[src/rtl/microprocessor_core_if.sv]
// ----------------------------------------------------------------------------
// microprocessor_core_if
// Groups the fetch and debug write-back bus of the single-cycle core.
//
//   instruction  environment -> core : instruction word at the current pc
//   pc           core -> environment : current program counter
//   wb_en        core -> environment : a register write happens at next edge
//   wb_addr      core -> environment : destination register (rd)
//   wb_data      core -> environment : value being written
//   alu_result   core -> environment : current ALU output
//
// Modports: master = core side, slave = environment / instruction memory side.
// ----------------------------------------------------------------------------
interface microprocessor_core_if #(
    parameter int DATA_WIDTH = 32,
    parameter int DIR_WIDTH  = 5
);
    logic [31:0]           instruction;
    logic [DATA_WIDTH-1:0] pc;
    logic                  wb_en;
    logic [DIR_WIDTH-1:0]  wb_addr;
    logic [DATA_WIDTH-1:0] wb_data;
    logic [DATA_WIDTH-1:0] alu_result;

    modport master (
        input  instruction,
        output pc,
        output wb_en,
        output wb_addr,
        output wb_data,
        output alu_result
    );

    modport slave (
        output instruction,
        input  pc,
        input  wb_en,
        input  wb_addr,
        input  wb_data,
        input  alu_result
    );
endinterface

[src/rtl/microprocessor_core.sv]
// ----------------------------------------------------------------------------
// microprocessor_core
// Single-cycle RV32I-subset core (ADDI, ADD, BEQ, JAL). One instruction is
// consumed per rising edge; decode, register read, execute and next-pc
// selection are all combinational from the current pc and instruction.
//
// Ports:
//   clk     rising-edge clock
//   arst_n  asynchronous reset, ACTIVE-HIGH despite its name
//   bus     microprocessor_core_if.master
//           (instruction in; pc, wb_en, wb_addr, wb_data, alu_result out)
// ----------------------------------------------------------------------------
module microprocessor_core #(
    parameter int                    DATA_WIDTH = 32,
    parameter int                    DIR_WIDTH  = 5,
    parameter logic [DATA_WIDTH-1:0] RESET_PC   = {DATA_WIDTH{1'b0}}
) (
    input  logic                        clk,
    input  logic                        arst_n,
    microprocessor_core_if.master       bus
);

    localparam int NUM_REGS = 1 << DIR_WIDTH;

    localparam logic [6:0] OP_ADDI = 7'b0010011;
    localparam logic [6:0] OP_ADD  = 7'b0110011;
    localparam logic [6:0] OP_BEQ  = 7'b1100011;
    localparam logic [6:0] OP_JAL  = 7'b1101111;

    localparam logic [DATA_WIDTH-1:0] PC_STEP = DATA_WIDTH'(4);

    // ------------------------------------------------------------------
    // Immediate helpers: each builds the sign-extended immediate for one
    // instruction format.
    // ------------------------------------------------------------------
    function automatic logic [DATA_WIDTH-1:0] imm_i(input logic [31:0] inst);
        return {{(DATA_WIDTH-12){inst[31]}}, inst[31:20]};
    endfunction

    function automatic logic [DATA_WIDTH-1:0] imm_b(input logic [31:0] inst);
        return {{(DATA_WIDTH-13){inst[31]}}, inst[31], inst[7], inst[30:25],
                inst[11:8], 1'b0};
    endfunction

    function automatic logic [DATA_WIDTH-1:0] imm_j(input logic [31:0] inst);
        return {{(DATA_WIDTH-21){inst[31]}}, inst[31], inst[19:12], inst[20],
                inst[30:21], 1'b0};
    endfunction

    // State
    logic [DATA_WIDTH-1:0] r_pc;
    logic [DATA_WIDTH-1:0] r_regs [NUM_REGS];

    // Instruction fields
    logic [6:0]           w_opcode;
    logic [2:0]           w_funct3;
    logic [6:0]           w_funct7;
    logic [DIR_WIDTH-1:0] w_rd;
    logic [DIR_WIDTH-1:0] w_rs1;
    logic [DIR_WIDTH-1:0] w_rs2;

    // Control
    logic                  w_reg_write;
    logic                  w_use_imm;
    logic                  w_alu_sub;
    logic                  w_alu_pc;
    logic                  w_is_branch;
    logic                  w_is_jal;
    logic [DATA_WIDTH-1:0] w_imm;

    // Datapath
    logic [DATA_WIDTH-1:0] w_rs1_data;
    logic [DATA_WIDTH-1:0] w_rs2_data;
    logic [DATA_WIDTH-1:0] w_alu_a;
    logic [DATA_WIDTH-1:0] w_alu_b;
    logic [DATA_WIDTH-1:0] w_alu_result;
    logic                  w_zero;
    logic [DATA_WIDTH-1:0] w_pc_plus4;
    logic [DATA_WIDTH-1:0] w_branch_target;
    logic [DATA_WIDTH-1:0] w_next_pc;
    logic [DATA_WIDTH-1:0] w_wb_data;
    logic                  w_wb_en;

    assign w_opcode = bus.instruction[6:0];
    assign w_rd     = bus.instruction[11:7];
    assign w_funct3 = bus.instruction[14:12];
    assign w_rs1    = bus.instruction[19:15];
    assign w_rs2    = bus.instruction[24:20];
    assign w_funct7 = bus.instruction[31:25];

    // Control unit: unsupported encodings fall through as a NOP (no write, pc+4).
    always_comb begin
        w_reg_write = 1'b0;
        w_use_imm   = 1'b0;
        w_alu_sub   = 1'b0;
        w_alu_pc    = 1'b0;
        w_is_branch = 1'b0;
        w_is_jal    = 1'b0;
        w_imm       = {DATA_WIDTH{1'b0}};
        case (w_opcode)
            OP_ADDI: begin
                w_imm     = imm_i(bus.instruction);
                w_use_imm = 1'b1;
                if (w_funct3 == 3'b000) begin
                    w_reg_write = 1'b1;
                end else begin
                    w_reg_write = 1'b0;
                end
            end
            OP_ADD: begin
                if ((w_funct3 == 3'b000) && (w_funct7 == 7'b0000000)) begin
                    w_reg_write = 1'b1;
                end else begin
                    w_reg_write = 1'b0;
                end
            end
            OP_BEQ: begin
                // Equality is decided by the zero flag of rs1 - rs2.
                w_imm       = imm_b(bus.instruction);
                w_alu_sub   = 1'b1;
                w_is_branch = 1'b1;
            end
            OP_JAL: begin
                // The ALU forms the jump target; the link value is pc+4.
                w_imm       = imm_j(bus.instruction);
                w_use_imm   = 1'b1;
                w_alu_pc    = 1'b1;
                w_is_jal    = 1'b1;
                w_reg_write = 1'b1;
            end
            default: begin
                w_reg_write = 1'b0;
            end
        endcase
    end

    // Register file read ports: x0 is hard-wired to zero. Reads see the old
    // value of a register being written this cycle because the write lands
    // only on the next edge.
    always_comb begin
        if (w_rs1 == {DIR_WIDTH{1'b0}}) begin
            w_rs1_data = {DATA_WIDTH{1'b0}};
        end else begin
            w_rs1_data = r_regs[w_rs1];
        end
        if (w_rs2 == {DIR_WIDTH{1'b0}}) begin
            w_rs2_data = {DATA_WIDTH{1'b0}};
        end else begin
            w_rs2_data = r_regs[w_rs2];
        end
    end

    // ALU: add or subtract, modulo 2^DATA_WIDTH, zero flag for BEQ.
    always_comb begin
        w_alu_a = w_alu_pc  ? r_pc  : w_rs1_data;
        w_alu_b = w_use_imm ? w_imm : w_rs2_data;
        if (w_alu_sub) begin
            w_alu_result = w_alu_a - w_alu_b;
        end else begin
            w_alu_result = w_alu_a + w_alu_b;
        end
        w_zero = (w_alu_result == {DATA_WIDTH{1'b0}});
    end

    // Next-pc mux; a separate adder forms the branch target because the ALU
    // is busy with the comparison. Misaligned targets are taken as computed.
    always_comb begin
        w_pc_plus4      = r_pc + PC_STEP;
        w_branch_target = r_pc + w_imm;
        if (w_is_jal) begin
            w_next_pc = w_alu_result;
        end else if (w_is_branch && w_zero) begin
            w_next_pc = w_branch_target;
        end else begin
            w_next_pc = w_pc_plus4;
        end
    end

    // Write-back select and enable; writes to x0 and writes during reset are
    // suppressed so the debug port never reports them.
    always_comb begin
        if (w_is_jal) begin
            w_wb_data = w_pc_plus4;
        end else begin
            w_wb_data = w_alu_result;
        end
        w_wb_en = w_reg_write && (w_rd != {DIR_WIDTH{1'b0}}) && !arst_n;
    end

    // Program counter register.
    always_ff @(posedge clk or posedge arst_n) begin
        if (arst_n) begin
            r_pc <= RESET_PC;
        end else begin
            r_pc <= w_next_pc;
        end
    end

    // Register file write port; the whole file clears on reset.
    always_ff @(posedge clk or posedge arst_n) begin
        if (arst_n) begin
            for (int i = 0; i < NUM_REGS; i++) begin
                r_regs[i] <= {DATA_WIDTH{1'b0}};
            end
        end else if (w_wb_en) begin
            r_regs[w_rd] <= w_wb_data;
        end
    end

    assign bus.pc         = r_pc;
    assign bus.wb_en      = w_wb_en;
    assign bus.wb_addr    = w_rd;
    assign bus.wb_data    = w_wb_data;
    assign bus.alu_result = w_alu_result;

endmodule

[src/flat_wrapper.sv]
// flat-port wrapper written by rule: the top's interface ports become plain ports
module microprocessor_core_flat 
#(
    parameter int                    DATA_WIDTH = 32,
    parameter int                    DIR_WIDTH  = 5,
    parameter logic [DATA_WIDTH-1:0] RESET_PC   = {DATA_WIDTH{1'b0}}
)
  (clk, arst_n, bus_instruction, bus_pc, bus_wb_en, bus_wb_addr, bus_wb_data, bus_alu_result);
  microprocessor_core_if #(.DATA_WIDTH(DATA_WIDTH), .DIR_WIDTH(DIR_WIDTH)) bus_i ();
  input  logic clk;
  input  logic arst_n;
  input wire logic [$bits(bus_i.instruction)-1:0] bus_instruction;
  output wire logic [$bits(bus_i.pc)-1:0] bus_pc;
  output wire logic [$bits(bus_i.wb_en)-1:0] bus_wb_en;
  output wire logic [$bits(bus_i.wb_addr)-1:0] bus_wb_addr;
  output wire logic [$bits(bus_i.wb_data)-1:0] bus_wb_data;
  output wire logic [$bits(bus_i.alu_result)-1:0] bus_alu_result;
  assign bus_i.instruction = bus_instruction;
  assign bus_pc = bus_i.pc;
  assign bus_wb_en = bus_i.wb_en;
  assign bus_wb_addr = bus_i.wb_addr;
  assign bus_wb_data = bus_i.wb_data;
  assign bus_alu_result = bus_i.alu_result;
  microprocessor_core #(.DATA_WIDTH(DATA_WIDTH), .DIR_WIDTH(DIR_WIDTH), .RESET_PC(RESET_PC)) u_core (.clk(clk), .arst_n(arst_n), .bus(bus_i));
endmodule
[config.mk]
export PLATFORM = sky130hd
export DESIGN_NAME = microprocessor_core_flat
export DESIGN_NICKNAME = d
export VERILOG_FILES = /design/src/rtl/microprocessor_core_if.sv /design/src/rtl/microprocessor_core.sv /design/src/flat_wrapper.sv
export SDC_FILE = /design/constraint.sdc
export NUM_CORES = 2
export LEC_CHECK = 0
export ABC_CLOCK_PERIOD_IN_PS = 47400
export CORE_MARGIN = 2
export CORE_UTILIZATION = 60
export DETAILED_ROUTE_END_ITERATION = 8
export PLACE_DENSITY = 0.74
export SLEW_MARGIN = 20
export SYNTH_ARGS = -nofsm -noshare
export SYNTH_HDL_FRONTEND = slang
export SYNTH_SLANG_ARGS = --single-unit
[constraint.sdc]
create_clock -name clk -period 47.4 [get_ports clk]
set_clock_uncertainty 0.1 [all_clocks]
set_input_delay 9.48 -clock clk [delete_from_list [all_inputs] [get_ports clk]]
set_output_delay 9.48 -clock clk [all_outputs]
set_load 0.01 [all_outputs]
==> key figures <==
Placement
  – Port Buffer Count: 135
  – Final HPWL DP: 116.9 mm
  – Placer Congestion: 0.9613

Drt
  – Post-route ant nets: 0
  – DRT iter0 DRCs: 6654
  – Drc violations: 0
  – Final WL: 199.2 mm
  – First-pass iteration count of the detailed router: 9
  – Via count: 48120
  – Via density: 7.081
  – WL/cell: 29.32 um

Yosys
  – Syn. warnings: 0
  – Number of synthesized register bits: 1056
  – Distinct cells, synth: 91
  – Post-synth ARST share: 1.000
  – Cell Area, Synth: 59390 um2
  – Prevailing post-synth register cell: dfrtp_1
  – Post-synthesis compound-gate area fraction: 0.1564
  – Mux share of post-synthesis cell area: 0.2161
  – Seq/Total Area, Yosys: 0.4450
  – Simple-gate share of the synthesized area: 0.1067
  – Largest family of logic cells by synthesized area: multiplexers
  – Cells after Synth: 5614
  – Area share of fa/ha/maj cells after synthesis: 0.01416
  – XOR/XNOR share of the synthesized area: 0.01572
  – Avg Synthesized Cell Area: 10.58 um2
  – Mapped Nets: 5714
  – Number of synthesized flops with an enable pin: 0

Clock tree
  – CTS tree: yes
  – Post-CTS Setup Bufs: 0
  – # clock sinks: 1056
  – Clk root buf: clkbuf_16
  – CTS Hold Bufs: 0
  – CTS max path bufs: 3
  – CTS buffer count: 111
  – H-tree depth: 3
  – Post-CTS sizing: 0
  – Clock-pin transition on the worst setup and hold timing paths: 0.06 ns
  – Worst skew pair latency: 0.74 ns

Global route
  – Initial antenna violation count: 7
  – GR Overflow Total: 0
  – First-pass GRT wire length: 300.3 mm
  – Vias in the first global route: 46650
  – Largest net degree at the start of global routing: 182
  – Total GRT Usage: 0.3952

Power
  – PwrDens: 34.00 nW/um2
  – Pleak: 0.02790 uW
  – Peak supply drop: 0.02802 mV

Status
  – Status: finished, final reports clean

Setup path
  – R2R depth: 22
  – Crit path capture type: primary output
  – Reg2Reg Setup Slack: 38.58 ns
  – Worst Path Max Fanout: 82
  – Crit path capture: bus_wb_data[31]
  – Startpoint types: input pin
  – Reg-to-reg endpoint: u_core.bus.pc[3]$_DFF_PP0_
  – Data arrival, critical path: 18.24 ns
  – Worst Path Required: 37.82 ns
  – CP Class: input pin to primary output
  – Reg2reg start: u_core.r_regs[354]$_DFFE_PP0P_
  – CP startpoint: bus_instruction[20]

Die
  – Die H: 318.6 um
  – Initial Utilization: 0.6043
  – Rows: 115
  – Core Area: 98280 um2
  – Die Wd: 318.6 um
  – Die footprint: 101500 um2
  – I/O Pins: 136

Cells and area
  – Utilization after layout: 0.6583
  – Commonest non-fill, non-tap cell in the layout: nand2_1
  – Most frequent cells in the layout: nand2_1, o21ai_0, dfrtp_1, mux4_2, mux2i_1
  – Ratio of cells with drive above 1 in the final layout: 0.1620
  – Nets: 5522
  – Area Growth Syn to Fin: 8.939%

Min path
  – Tightest Hold Check Type: flop to flop

STA
  – Minimum clock period: 27.82 ns
  – Worst-Margin Slew: 1.180 ns
  – RSZ-0062 raised after global routing: no
  – Final Setup Violations: 0
  – Period utilization: 0.5870
  – Slew HR: 0.2136
  – Setup TNS: 0 ns
  – Max-slew violations: 0
  – Top achievable clock speed: 0.03594 GHz
  – Final Hold Viols: 0

Job
  – Max Cap Violations: 0
==> state kept, by name, summed over array words and instances, names as in the netlist <==
name           count
u_core.bus.pc     32
u_core.r_regs   1024
==> cells in the mapped netlist, types with 7 or more instances <==
cell / number / share of area
a211oi_1: 26 / 0.0033
a21o_1: 31 / 0.0039
a21oi_1: 118 / 0.0099
a221oi_1: 33 / 0.0049
a221oi_2: 20 / 0.0051
a22o_1: 43 / 0.0063
a22oi_1: 70 / 0.0088
a31oi_1: 13 / 0.0014
a41oi_1: 11 / 0.0016
and2_1: 19 / 0.0020
and3_1: 17 / 0.0018
and3b_1: 8 / 0.0012
buf_1: 43 / 0.0027
buf_12: 7 / 0.0024
buf_2: 18 / 0.0015
buf_4: 16 / 0.0020
buf_6: 19 / 0.0036
buf_8: 8 / 0.0020
clkbuf_1: 432 / 0.027
dfrtp_1: 1056 / 0.44
ha_1: 64 / 0.013
inv_1: 62 / 0.0039
mux2_2: 38 / 0.0072
mux2i_1: 174 / 0.029
mux4_1: 25 / 0.011
mux4_2: 431 / 0.16
mux4_4: 12 / 0.0051
nand2_1: 1127 / 0.071
nand2b_1: 26 / 0.0027
nand3_1: 47 / 0.0040
nand4_1: 22 / 0.0023
nor2_1: 134 / 0.0085
nor2b_1: 22 / 0.0023
nor3_1: 16 / 0.0013
nor3b_1: 12 / 0.0015
o211ai_1: 20 / 0.0025
o21ai_0: 1064 / 0.090
o21ai_1: 15 / 0.0013
o21bai_1: 11 / 0.0014
o221ai_1: 24 / 0.0035
o22ai_1: 31 / 0.0033
or3_1: 12 / 0.0013
or4_1: 8 / 0.0010
xnor2_1: 43 / 0.0063
xor2_1: 61 / 0.0090
==> metal layers <==
metal	part of all wire	vias up	GRT usage
met1	0.38	24020	0.5452
li1	-	20100	-
met2	0.44	3348	0.5820
met3	0.13	640	0.1236
met4	0.049	10	0.1725
met5	0.00034	-	0
==> stage by stage <==
stage / instance area, um2 / hold WS, ns / worst slack (ns) / cells / total power [uW]
floorplan: 59390 / 0.3413 / 8.096 / 5614 / 1173
global placement: 61030 / 0.2777 / 19.81 / 6596 / 1316
detailed placement: 61030 / 0.2856 / 19.82 / 6596 / 1319
CTS: 64670 / 0.3015 / 19.77 / 6792 / 2190
global route: 64690 / 0.3082 / 19.27 / 6792 / 2264
finish: 64700 / 0.3004 / 19.58 / 6796 / 2199
==> cell families after synthesis <==
kind of cell	Yosys count
buffers and inverters	608
xor gates and xnor gates	105
DFF	1056
and+or+nand+nor	1507
AOI/OAI and AO/OA	1592
muxes	680
adders and majority gates	66
==> final cells by class <==
type                       count  area (um2)
clock buffer                 168        3303
tap                         1287        1610
timing repair buffer         241        2217
inverter                      62       240.2
antenna                        4       10.01
clock inverter                28       336.6
sequential                  1056       26430
multi-input combinational   3950       30560
fill                        7413       33580
==> worst max-delay path, stage by stage <==
cell             delay, ns
buf_8                 0.67
buf_4                 0.87
mux4_2                0.59
mux2i_1               0.29
nand2_1               0.09
a41oi_1               0.58
and3_1                0.31
nand3_1               0.21
or3_1                 0.41
or4_4                 0.60
o31ai_1               0.30
xor2_1                0.19
ha_1                  0.30
a21oi_1               0.24
o21ai_0               0.14
a21o_1                0.20
a21oi_1               0.14
o221ai_1              0.19
a21o_1                0.23
a21oi_1               0.24
xnor3_1               0.30
mux2_2                0.65
inv_1                 0.31
clkdlybuf4s50_1       0.55
==> power by group <==
| part | switching [uW] | total (uW) | leakage [uW] | internal [uW] |
|---|---|---|---|---|
| clock network | 379 | 885 | 0.00180 | 506 |
| registers | 31.6 | 948 | 0.0147 | 916 |
| logic | 234 | 367 | 0.0114 | 132 |
| total | 645 | 2200 | 0.0279 | 1550 |
==> worst min path at each step <==
stage,from,cells past startpoint,endpoint
after CTS,u_core.r_regs[992]$_DFFE_PP0P_,0,u_core.r_regs[992]$_DFFE_PP0P_
after global placement,u_core.r_regs[995]$_DFFE_PP0P_,0,u_core.r_regs[995]$_DFFE_PP0P_
after detailed placement,u_core.r_regs[1005]$_DFFE_PP0P_,0,u_core.r_regs[1005]$_DFFE_PP0P_
after global routing,u_core.r_regs[1003]$_DFFE_PP0P_,0,u_core.r_regs[1003]$_DFFE_PP0P_
after floorplan,u_core.r_regs[1000]$_DFFE_PP0P_,1,u_core.r_regs[1000]$_DFFE_PP0P_
final,u_core.r_regs[995]$_DFFE_PP0P_,0,u_core.r_regs[995]$_DFFE_PP0P_
Note: power is estimated with default switching activity, not from simulation.
